==> src/rtl/display_scan_ctrl.sv <==
// rtl/display_scan_ctrl.sv - digit-scan prescaler with frame-synchronous commit of display values
// Optional digit blanking is enabled by defining SCAN_BLANK_EN.
module display_scan_ctrl #(
    parameter int DIV_WIDTH    = 17,
    parameter int DIV_COUNT    = 100000,
    parameter int BLANK_CYCLES = 1000
) (
    input  logic        clk,
    input  logic        rst_n,
    input  logic        upd_valid,
    output logic        upd_ready,
    input  logic        selector_in,
    input  logic [9:0]  corriente_in,
    input  logic [7:0]  frecuencia_in,
    output logic        selector,
    output logic [9:0]  corriente,
    output logic [7:0]  frecuencia,
    output logic [1:0]  cont,
    output logic        frame_tick,
    output logic        blank
);

    localparam logic [DIV_WIDTH-1:0] LAST = DIV_WIDTH'(DIV_COUNT - 1);

    logic [DIV_WIDTH-1:0] prescaler;
    logic [DIV_WIDTH-1:0] prescaler_nxt;
    logic                 tick;
    logic                 commit;
    logic                 transfer;
    logic                 pend_full;
    logic                 pend_sel;
    logic [9:0]           pend_cor;
    logic [7:0]           pend_fre;

    assign tick          = (prescaler == LAST);
    assign prescaler_nxt = tick ? '0 : prescaler + 1'b1;
    // Commit only on the edge where cont wraps, so a frame never mixes old and new digits
    assign commit        = tick && (cont == 2'b11) && pend_full;
    assign transfer      = upd_valid && !pend_full;
    assign upd_ready     = !pend_full;

    always_ff @(posedge clk) begin
        if (!rst_n) begin
            prescaler  <= '0;
            cont       <= 2'b00;
            frame_tick <= 1'b0;
            pend_full  <= 1'b0;
            pend_sel   <= 1'b0;
            pend_cor   <= '0;
            pend_fre   <= '0;
            selector   <= 1'b0;
            corriente  <= '0;
            frecuencia <= '0;
        end else begin
            prescaler  <= prescaler_nxt;
            frame_tick <= tick && (cont == 2'b11);
            if (tick) begin
                cont <= cont + 2'd1;
            end
            if (transfer) begin
                pend_sel  <= selector_in;
                pend_cor  <= corriente_in;
                pend_fre  <= frecuencia_in;
                pend_full <= 1'b1;
            end else if (commit) begin
                pend_full <= 1'b0;
            end
            if (commit) begin
                selector   <= pend_sel;
                corriente  <= pend_cor;
                frecuencia <= pend_fre;
            end
        end
    end

`ifdef SCAN_BLANK_EN
    logic blank_r;

    // Registered from the next prescaler value so blank lines up with cont
    always_ff @(posedge clk) begin
        if (!rst_n) begin
            blank_r <= (BLANK_CYCLES > 0);
        end else begin
            blank_r <= (prescaler_nxt < DIV_WIDTH'(BLANK_CYCLES));
        end
    end

    assign blank = blank_r;
`else
    assign blank = 1'b0;
`endif

endmodule

==> config.mk <==
export PLATFORM = sky130hd
export DESIGN_NAME = display_scan_ctrl
export DESIGN_NICKNAME = d
export VERILOG_FILES = /design/src/rtl/display_scan_ctrl.sv
export SDC_FILE = /design/constraint.sdc
export NUM_CORES = 1
export LEC_CHECK = 0
export ABC_AREA = 1
export BUFFER_PORTS_ARGS = -buffer_cell sky130_fd_sc_hd__buf_2
export CORE_MARGIN = 2
export CORE_UTILIZATION = 40
export DETAILED_ROUTE_END_ITERATION = 7
export SLEW_MARGIN = 40
export SYNTH_ARGS = -nofsm -noshare
export SYNTH_HDL_FRONTEND = slang
export SYNTH_SLANG_ARGS = --single-unit
==> constraint.sdc <==
create_clock -name clk -period 1.66 [get_ports clk]
set_input_delay 0 -clock clk [delete_from_list [all_inputs] [get_ports clk]]
set_output_delay 0 -clock clk [all_outputs]
set_load 0.005 [all_outputs]
==> key figures <==
Power
  – Pwr/cell area: between 900 and 1000 nW/um^2
  – Leakage: around 1.6 nW
  – Peak VDD IR: roughly 470 uV

Place
  – HPWL Detailed: approximately 3600 microns
  – Port bufs: 44
  – Cell count after placement: 473
  – Placer Congestion: between 0.8 and 0.9
  – Post-place setup slack: approximately 21 ps

Final layout
  – Fin cells: around 510
  – Synthesis-to-layout area growth: 33.09%
  – Most frequent cells in the layout: 84 x nor2_1, 74 x nand2_1, 57 x dfxtp_1, 44 x buf_2, 41 x inv_1
  – Fin util: between 50% and 60%
  – Fraction of layout cells with a size suffix above 1: ~24%
  – Commonest non-fill, non-tap cell in the layout: nor2_1
  – N_diodes: 0
  – Final nets: between 400 and 500
  – Filler cells: ~620

Global routing
  – GRT Util Overall: 16.08%
  – Largest net degree at the start of global routing: 24
  – Vias in the first global route: a little over 2,000
  – GR Overflow Total: 0
  – First-pass GRT wire length: 9094 microns
  – Initial antenna violation count: 0

CTS
  – Clk root buf: clkbuf_8
  – Maximum clock path buffer count: 2
  – Clk sinks: 59
  – Number of buffers created by CTS: 9
  – Clock-pin slew on the worst setup and hold paths: about 70 ps
  – Latest clock arrival within the worst-skew pair: 340 ps
  – CTS tree: done
  – Htree depth: 3

Die
  – Die H: 84.35 microns
  – # IOs: 46
  – Starting density of the core: between 40 and 50%
  – Full die area: 7115 sq um
  – Die Span X: roughly 84 microns
  – Row count: 29
  – Core footprint: between 6000 and 7000 sq um

STA
  – Period utilisation layout: between 90% and 100%
  – Max Freq: approximately 0.65 GHz
  – Worst setup margin: between 100 and 150 ps
  – Worst slew pin tran: ~550 ps
  – Final min period: ~1500 ps
  – Clock Skew: roughly 10 ps
  – Hold Vio Cnt, Final: 0
  – Max transition margin: a little over three fifths
  – # setup viols final: 0
  – Slew Viols, Final: 0
  – RSZ-0062 raised after global routing: no
  – Final setup TNS: 0 ps

Flow run
  – # Max-Cap Violations: 0

Detailed routing
  – DRC errors left: 0
  – Vias: between 2,000 and 2,500
  – Iter 0 DRT Violations: a little over 100
  – 1st-pass router iterations: 4
  – Routed WL per cell: ~11 microns
  – Routed vias/inst: 4.455
  – Total routed wirelength: between 5000 and 6000 microns
  – ANT nets after route: 0

Synth
  – Syn_nets: roughly 380
  – Synth unique cells: 36
  – Ys flop type: dfxtp_1
  – #FFs+latches synth: slightly below 60
  – Asr flop ratio synth: 0%
  – Cell Area, Synth: 2582 sq um
  – Warnings, synthesis: 0
  – Number of flops mapped to enable cells by yosys: 0
  – Syn Inst Count: roughly 360
  – Synthesized area per cell: ~7.2 sq um
  – Register area share after synthesis: 45.74%

Worst setup path
  – Crit path kind: reg -> reg
  – Worst Setup Start Kind: flop
  – CP Data Required Time: approximately 1900 ps
  – Crit end category: flop
  – Worst-path fanout max: 6
  – CP arrival: around 1800 ps

Min path
  – Min-delay worst type: in -> reg

Run status
  – Outcome: finished, final reports clean
==> sequential cells by signal, summed over array words and instances, names as in the netlist, 2 cells and up <==
register    count
corriente      10
frecuencia      8
pend_fre        8
pend_cor       10
prescaler      17
cont            2
==> final timing paths <==
path / from / end / slack (ps) / cells after the start
setup / recovery: prescaler[1] / prescaler[9] / 130 / 10
hold reg to reg: prescaler[0] / prescaler[0] / 440 / 1
setup reg to reg: prescaler[1] / prescaler[9] / 130 / 10
hold / removal: rst_n / frecuencia[6] / 70 / 3
==> per-stage QoR <==
step                total power (W)  area [sq um]  hold WS, ps
floorplan                  0.001602          2582        133.3
global placement           0.001656          2867        221.1
detailed placement         0.001657          2867        226.7
CTS                        0.003160          3293        56.38
global route               0.003302          3437        72.96
finish                     0.003151          3437        73.54
==> report_power, final <==
group / switching, W / total, W / internal (W)
Clock: 0.000590 / 0.00148 / 0.000885
Combinational: 0.0000884 / 0.000182 / 0.0000937
Sequential: 0.0000332 / 0.00149 / 0.00146
Total: 0.000712 / 0.00315 / 0.00244
==> repair_timing <==
item	in CTS	in global routing
hold buffers	20	0
gates resized for setup	0	15
endpoints found under the setup margin	0	31
endpoints found under the hold margin	20	0
setup buffers	0	2
==> cell usage after synthesis, types with 2 or more instances <==
| library cell | number | area share (%) |
|---|---|---|
| a21oi_1 | 10 | 1.9 |
| buf_4 | 2 | 0.58 |
| buf_6 | 3 | 1.3 |
| clkbuf_1 | 2 | 0.29 |
| clkbuf_8 | 2 | 1.1 |
| dfxtp_1 | 59 | 46 |
| ha_1 | 2 | 0.97 |
| inv_1 | 41 | 6.0 |
| inv_2 | 2 | 0.29 |
| nand2_1 | 75 | 11 |
| nand2_2 | 2 | 0.48 |
| nand3_1 | 8 | 1.6 |
| nand4_1 | 3 | 0.73 |
| nand4_4 | 2 | 1.6 |
| nor2_1 | 84 | 12 |
| nor2_2 | 12 | 2.9 |
| nor2_4 | 2 | 0.87 |
| nor3_1 | 5 | 0.97 |
| nor3_2 | 2 | 0.78 |
| o21ai_0 | 21 | 4.1 |
| or2_0 | 2 | 0.48 |
| or2_2 | 2 | 0.48 |
==> worst max-delay path, stage by stage (launching register included) <==
cell and delay, ps:
dfxtp_2 350, ha_4 160, nand3_4 120, inv_2 60, nand2_1 80, nor2_4 130
buf_12 140, nand2_2 80, nand2_4 130, buf_4 130, nor3b_1 40
==> kinds of logic after synthesis <==
family	Yosys count	share of synthesized area, %
simple gates	203	35.61
flops	59	45.74
buf+inv	57	10.37
compound gates	33	6.492
xor+xnor	2	0.6784
fa+ha+maj	2	0.9688
other cells	1	0.1452
==> routing by layer <==
layer  routed length (microns)  up-vias  global-route usage (%)
met2                      2576       49                   24.53
li1                          -     1251                       -
met5                         0        -                       0
met4                       102        0                   7.937
met1                      2859      979                   20.98
met3                       223       11                   4.523
==> final cells by class <==
class / count / area (sq um) / share of cell area (%)
multi-input combinational: 244 / 1244 / 36.18
sequential: 59 / 1184 / 34.44
timing repair buffer: 73 / 516.7 / 15.03
inverter: 45 / 170.2 / 4.951
clock buffer: 10 / 137.6 / 4.004
tap: 77 / 96.34 / 2.803
clock inverter: 6 / 88.84 / 2.585
(Power assumes the default switching activity.)
